## config.mk

```make
export PLATFORM = sky130hd
export DESIGN_NAME = mem_arbiter
export DESIGN_NICKNAME = d
export VERILOG_FILES = /design/src/rtl/mem_arbiter.sv
export SDC_FILE = /design/constraint.sdc
export NUM_CORES = 1
export LEC_CHECK = 0
export ABC_AREA = 1
export BUFFER_PORTS_ARGS = -buffer_cell sky130_fd_sc_hd__buf_2
export CAP_MARGIN = 20
export CORE_AREA = 5 5 103 105
export CTS_CLUSTER_SIZE = 24
export DETAILED_ROUTE_END_ITERATION = 8
export DIE_AREA = 0 0 108 110
export REMOVE_ABC_BUFFERS = 1
export SYNTH_ARGS = -nofsm -noshare
export SYNTH_HDL_FRONTEND = slang
export SYNTH_SLANG_ARGS = --single-unit
```

## constraint.sdc

```tcl
create_clock -name clk -period 2.6 [get_ports clk]
set_input_delay 0.13 -clock clk [delete_from_list [all_inputs] [get_ports clk]]
set_output_delay 0.13 -clock clk [all_outputs]
set_load 0.02 [all_outputs]
```

## src/rtl/mem_arbiter.sv

```systemverilog
// rtl/mem_arbiter.sv - two-port to single-port RAM arbiter (fetch port vs load/store port)
//
// Ports:
//   clk, rst                      rising-edge clock, asynchronous active-high reset
//   i_req/i_addr                  instruction fetch request (read only)
//   i_rdata/i_ack                 fetch data and one-cycle completion pulse
//   d_req/d_we/d_sel/d_addr/d_wdata  load/store request
//   d_rdata/d_ack                 load data and one-cycle completion pulse
//   mem_ce/mem_we/mem_sel/mem_addr/mem_wdata/mem_rdata  single-port RAM, 1-cycle read latency
//   busy                          access in flight
module mem_arbiter #(
    parameter int ADDR_W       = 32,
    parameter int DATA_W       = 32,
    parameter int STARVE_LIMIT = 4
) (
    input  logic              clk,
    input  logic              rst,
    input  logic              i_req,
    input  logic [ADDR_W-1:0] i_addr,
    output logic [DATA_W-1:0] i_rdata,
    output logic              i_ack,
    input  logic              d_req,
    input  logic              d_we,
    input  logic [3:0]        d_sel,
    input  logic [ADDR_W-1:0] d_addr,
    input  logic [DATA_W-1:0] d_wdata,
    output logic [DATA_W-1:0] d_rdata,
    output logic              d_ack,
    output logic              mem_ce,
    output logic              mem_we,
    output logic [3:0]        mem_sel,
    output logic [ADDR_W-1:0] mem_addr,
    output logic [DATA_W-1:0] mem_wdata,
    input  logic [DATA_W-1:0] mem_rdata,
    output logic              busy
);

    typedef enum logic {
        IDLE = 1'b0,
        WAIT = 1'b1
    } state_t;

    localparam logic [3:0] LIMIT = 4'(STARVE_LIMIT);

    state_t     state;
    state_t     state_nxt;
    logic       grant;        // 0 = instruction port, 1 = data port
    logic       grant_nxt;
    logic       wr_q;         // granted access is a write: its rdata is forced to 0
    logic       wr_nxt;
    logic [3:0] starve_cnt;
    logic [3:0] starve_nxt;
    logic       d_wins;
    logic       issue;

    always_ff @(posedge clk or posedge rst) begin
        if (rst) begin
            state      <= IDLE;
            grant      <= 1'b0;
            wr_q       <= 1'b0;
            starve_cnt <= 4'd0;
        end else begin
            state      <= state_nxt;
            grant      <= grant_nxt;
            wr_q       <= wr_nxt;
            starve_cnt <= starve_nxt;
        end
    end

    always_comb begin
        state_nxt  = state;
        grant_nxt  = grant;
        wr_nxt     = wr_q;
        starve_nxt = starve_cnt;
        mem_ce     = 1'b0;
        mem_we     = 1'b0;
        mem_sel    = 4'h0;
        mem_addr   = '0;
        mem_wdata  = '0;
        i_ack      = 1'b0;
        i_rdata    = '0;
        d_ack      = 1'b0;
        d_rdata    = '0;
        busy       = 1'b0;

        // Data goes first (it belongs to an older instruction) unless the
        // fetch has already waited through STARVE_LIMIT data grants.
        d_wins = d_req && !(i_req && (starve_cnt >= LIMIT));
        issue  = (state == IDLE) && (i_req || d_req);

        case (state)
            IDLE: begin
                if (issue) begin
                    mem_ce    = 1'b1;
                    state_nxt = WAIT;
                    grant_nxt = d_wins;
                    wr_nxt    = d_wins && d_we;
                    if (d_wins) begin
                        mem_we    = d_we;
                        mem_sel   = d_sel;
                        mem_addr  = d_addr;
                        mem_wdata = d_wdata;
                    end else begin
                        mem_sel   = 4'hF;
                        mem_addr  = i_addr;
                    end
                end
            end
            WAIT: begin
                busy      = 1'b1;
                state_nxt = IDLE;
                if (grant) begin
                    d_ack   = 1'b1;
                    d_rdata = wr_q ? '0 : mem_rdata;
                end else begin
                    i_ack   = 1'b1;
                    i_rdata = mem_rdata;
                end
            end
            default: begin
                state_nxt = IDLE;
            end
        endcase

        // Counts data grants the fetch port has sat through; any cycle
        // without a fetch request forgets the history.
        if (!i_req) begin
            starve_nxt = 4'd0;
        end else if (issue) begin
            if (d_wins) begin
                starve_nxt = (starve_cnt >= LIMIT) ? LIMIT : starve_cnt + 4'd1;
            end else begin
                starve_nxt = 4'd0;
            end
        end

        // Outputs must drop the moment reset rises, not at the next edge:
        // requests may still be held high while the state register is cleared.
        if (rst) begin
            mem_ce    = 1'b0;
            mem_we    = 1'b0;
            mem_sel   = 4'h0;
            mem_addr  = '0;
            mem_wdata = '0;
            i_ack     = 1'b0;
            i_rdata   = '0;
            d_ack     = 1'b0;
            d_rdata   = '0;
            busy      = 1'b0;
        end
    end

endmodule

```

==> results.toml <==
[cells_and_area]
design_area_um2 = 3260
syn2layout_area_growth_pct = 78.3
nNetsFinal = 795
antenna_cells = 0
drive_gt1_share_pct = 44.4

[timing]
period_share_pct = 86.2
skew_ns = 0.00187
max_freq_mhz = 446
slew_viol_final = 0
rsz0062_at_grt = "false"
finalHoldViolations = 0
setup_viol = 0
tightest_slew_ns = 0.604
relSlewSlack_pct = 59.6
fin_tns_setup_ns = 0
fin_crit_ns = 2.24

[clock_tree]
clk_pin_slew_ns = 0.04
postCtsSetupBuffers = 0
cts_hold_buf = 1
cts_tree = "built"
htreeDepth = 1
clk_latency_ns = 0.22
post_cts_resize_count = 0
cts_made_buffers = 3
numClockSinks = 7
clock-root-buffer = "clkbuf_8"
clock_path_buffers = 2

[yosys]
netlist_instances = 396
async_flop_share_pct = 100
yosys_register_bits = 7
synth_cell_types = 19
synth_compound_area_share_pct = 3.01
synth_top_family_by_area = "simple AND/OR/NAND/NOR gates"
synth-simple-area-share_pct = 54.4
synth_xor_area_share_pct = 0
syn_area_per_cell_um2 = 4.62
synth-edff-count = 0
synthMuxAreaShare_pct = 0
synth_area_um2 = 1830
synth-main-ff-cell = "dfrtp_1"
synthTopCellsByArea = "nor2_1 (33%), inv_1 (23%), nand2_1 (14%), dfrtp_1 (9.6%), buf_6 (6.2%)"
yosysWarnings = 0
synth_top_area_cell = "nor2_1"
synth_fa_ha_area_share_pct = 0.684
seq_area_frac_synth_pct = 9.58
synth_top_cell_area_share_pct = 33.0

[pwr]
cellPowerDensity_nw_per_um2 = 257
total_power_uw = 838
peakVddDrop_mv = 0.129
p_leak_uw = 0.00255

[job]
drv_cap = 0

[drt]
via_per_inst = 3.78
first_pass_iters = 4
drtAntennaViolNets = 0
via_count = 2980
routed_wl_mm = 8.90
first_iter_violations = 174
drc = 0
wl_per_cell_um = 11.3

[place]
place_congestion = 0.774
io_buffers = 273
dp_hpwl_mm = 7.87
place_area_um2 = 3210

[setup_path]
cpLargestDelayFamily = "buffers and inverters"
r2r_setup_slack_ns = 1.47
critPathRequiredTime_ns = 2.47
reg2reg_from = "starve_cnt[3]"
crit_chain = "dlygate4sd3_1 > buf_2 > inv_1 > nand3_2 > nor2_1 > buf_2"
startpoint_type = "input port"
critPathMostFrequentCell = "buf_2"
cp_slowest_stage_delay_ns = 0.53
worstPathMaxFanout = 32
r2r_end = "starve_cnt[2]"
worstPathArrival_ns = 2.11
path_buf_inv = 4
slowest_stage = "dlygate4sd3_1"
worstSetupEndpointType = "output pin"
crit_type = "input port to output pin"
ff2ff_path_depth = 4

[floorplanning]
rows = 36
die_y_um = 110
die_x_um = 108
core_area_um2 = 9550
io_pins = 274
die_area_um2 = 11900
start_util_pct = 19.2

[hold_path]
worstHoldPathType = "input port to flip-flop"
holdPathStages = 3
min_from = "d_we"
min_to = "wr_q"

[global_route]
grt_overflow = 0
grt_pass1_vias = 2791
grt_pass1_wl_mm = 12.7
grt_max_degree = 73
track_usage_pct = 13.1
antenna_found_initial = 0

[status]
status = "completed"
## cell type report
| type | count | area, µm² |
|---|---|---|
| repair buffers | 275 | 1400 |
| flip-flops and latches | 7 | 175 |
| multi-input cells | 259 | 1060 |
| clock buffers | 4 | 45.0 |
| fillers | 1129 | 6290 |
| inverters | 111 | 417 |
| well taps | 133 | 166 |
## synth_stat cells, types with 2 or more instances
| master | count |
|---|---|
| clkbuf_8 | 2 |
| dfrtp_1 | 7 |
| nand2_2 | 3 |
| nor2_2 | 6 |
| nand3_1 | 5 |
| buf_6 | 10 |
| nand2_1 | 70 |
| inv_1 | 110 |
| nor2_1 | 161 |
| o21ai_0 | 7 |
| buf_2 | 7 |
## how the worst max path moves through the flow
stage	from	endpoint	slack, ns	depth (start not counted)
6_report	rst	mem_wdata[3]	0.36	6
5_1_grt	rst	mem_wdata[16]	0.18	6
4_1_cts	rst	mem_wdata[3]	0.34	6
3_5_place_dp	starve_cnt[3]	mem_wdata[3]	0.85	6
3_3_place_gp	starve_cnt[3]	mem_wdata[18]	0.92	6
2_1_floorplan	state	i_rdata[0]	0.88	4
## logic make-up after synthesis
group,after synthesis
and+or+nand+nor,248
DFF,7
adders and majority gates,1
AOI/OAI and AO/OA,10
buffers and inverters,130
## routing by layer
layer | routed length (µm) | global-route usage, % | up-vias
li1 | - | - | 1601
met1 | 3310 | 14.6 | 1199
met2 | 4300 | 23.8 | 172
met3 | 1200 | 4.54 | 8
met4 | 97 | 3.16 | 0
met5 | 0 | 0 | -
## stage by stage
| step | hold WS, ns | utilization (%) | worst slack [ns] | std cells |
|---|---|---|---|---|
| after floorplan | -0.0511 | - | 0.877 | 377 |
| after global placement | 0.196 | 33.6 | 0.919 | 784 |
| after detailed placement | 0.191 | 33.6 | 0.846 | 784 |
| after CTS | 0.165 | 34.2 | 0.344 | 789 |
| after global routing | 0.203 | 34.2 | 0.176 | 789 |
| final | 0.172 | 34.2 | 0.359 | 789 |
## sequential cells by signal, indices dropped and copies added, names as in the netlist
signal and count:
starve_cnt 4, grant 1, state 1, wr_q 1
## cell usage in the layout, fill, tap and decap left out, drive strengths merged
| master | instances |
|---|---|
| inv | 111 |
| nand3 | 6 |
| ha | 1 |
| nand2 | 73 |
| nor3 | 1 |
| o22ai | 1 |
| clkbuf | 4 |
| o21ai | 9 |
| buf | 274 |
| nor2 | 168 |
| dfrtp | 7 |
| dlygate4sd3 | 1 |
## power breakdown
group / total [µW] / internal [µW] / switching [µW]
Sequential: 125 / 118 / 6.65
Combinational: 562 / 204 / 358
Clock: 151 / 106 / 45.3
Total: 838 / 428 / 410
## worst reg2reg max path: cells and delay by family (launching register included)
family / cells / cell delay (ns)
AO/OA/AOI/OAI: 2 / 0.36
buffers and inverters: 1 / 0.20
flip-flops: 1 / 0.39
AND/OR/NAND/NOR: 1 / 0.09
Note: power is estimated with default switching activity, not from simulation.
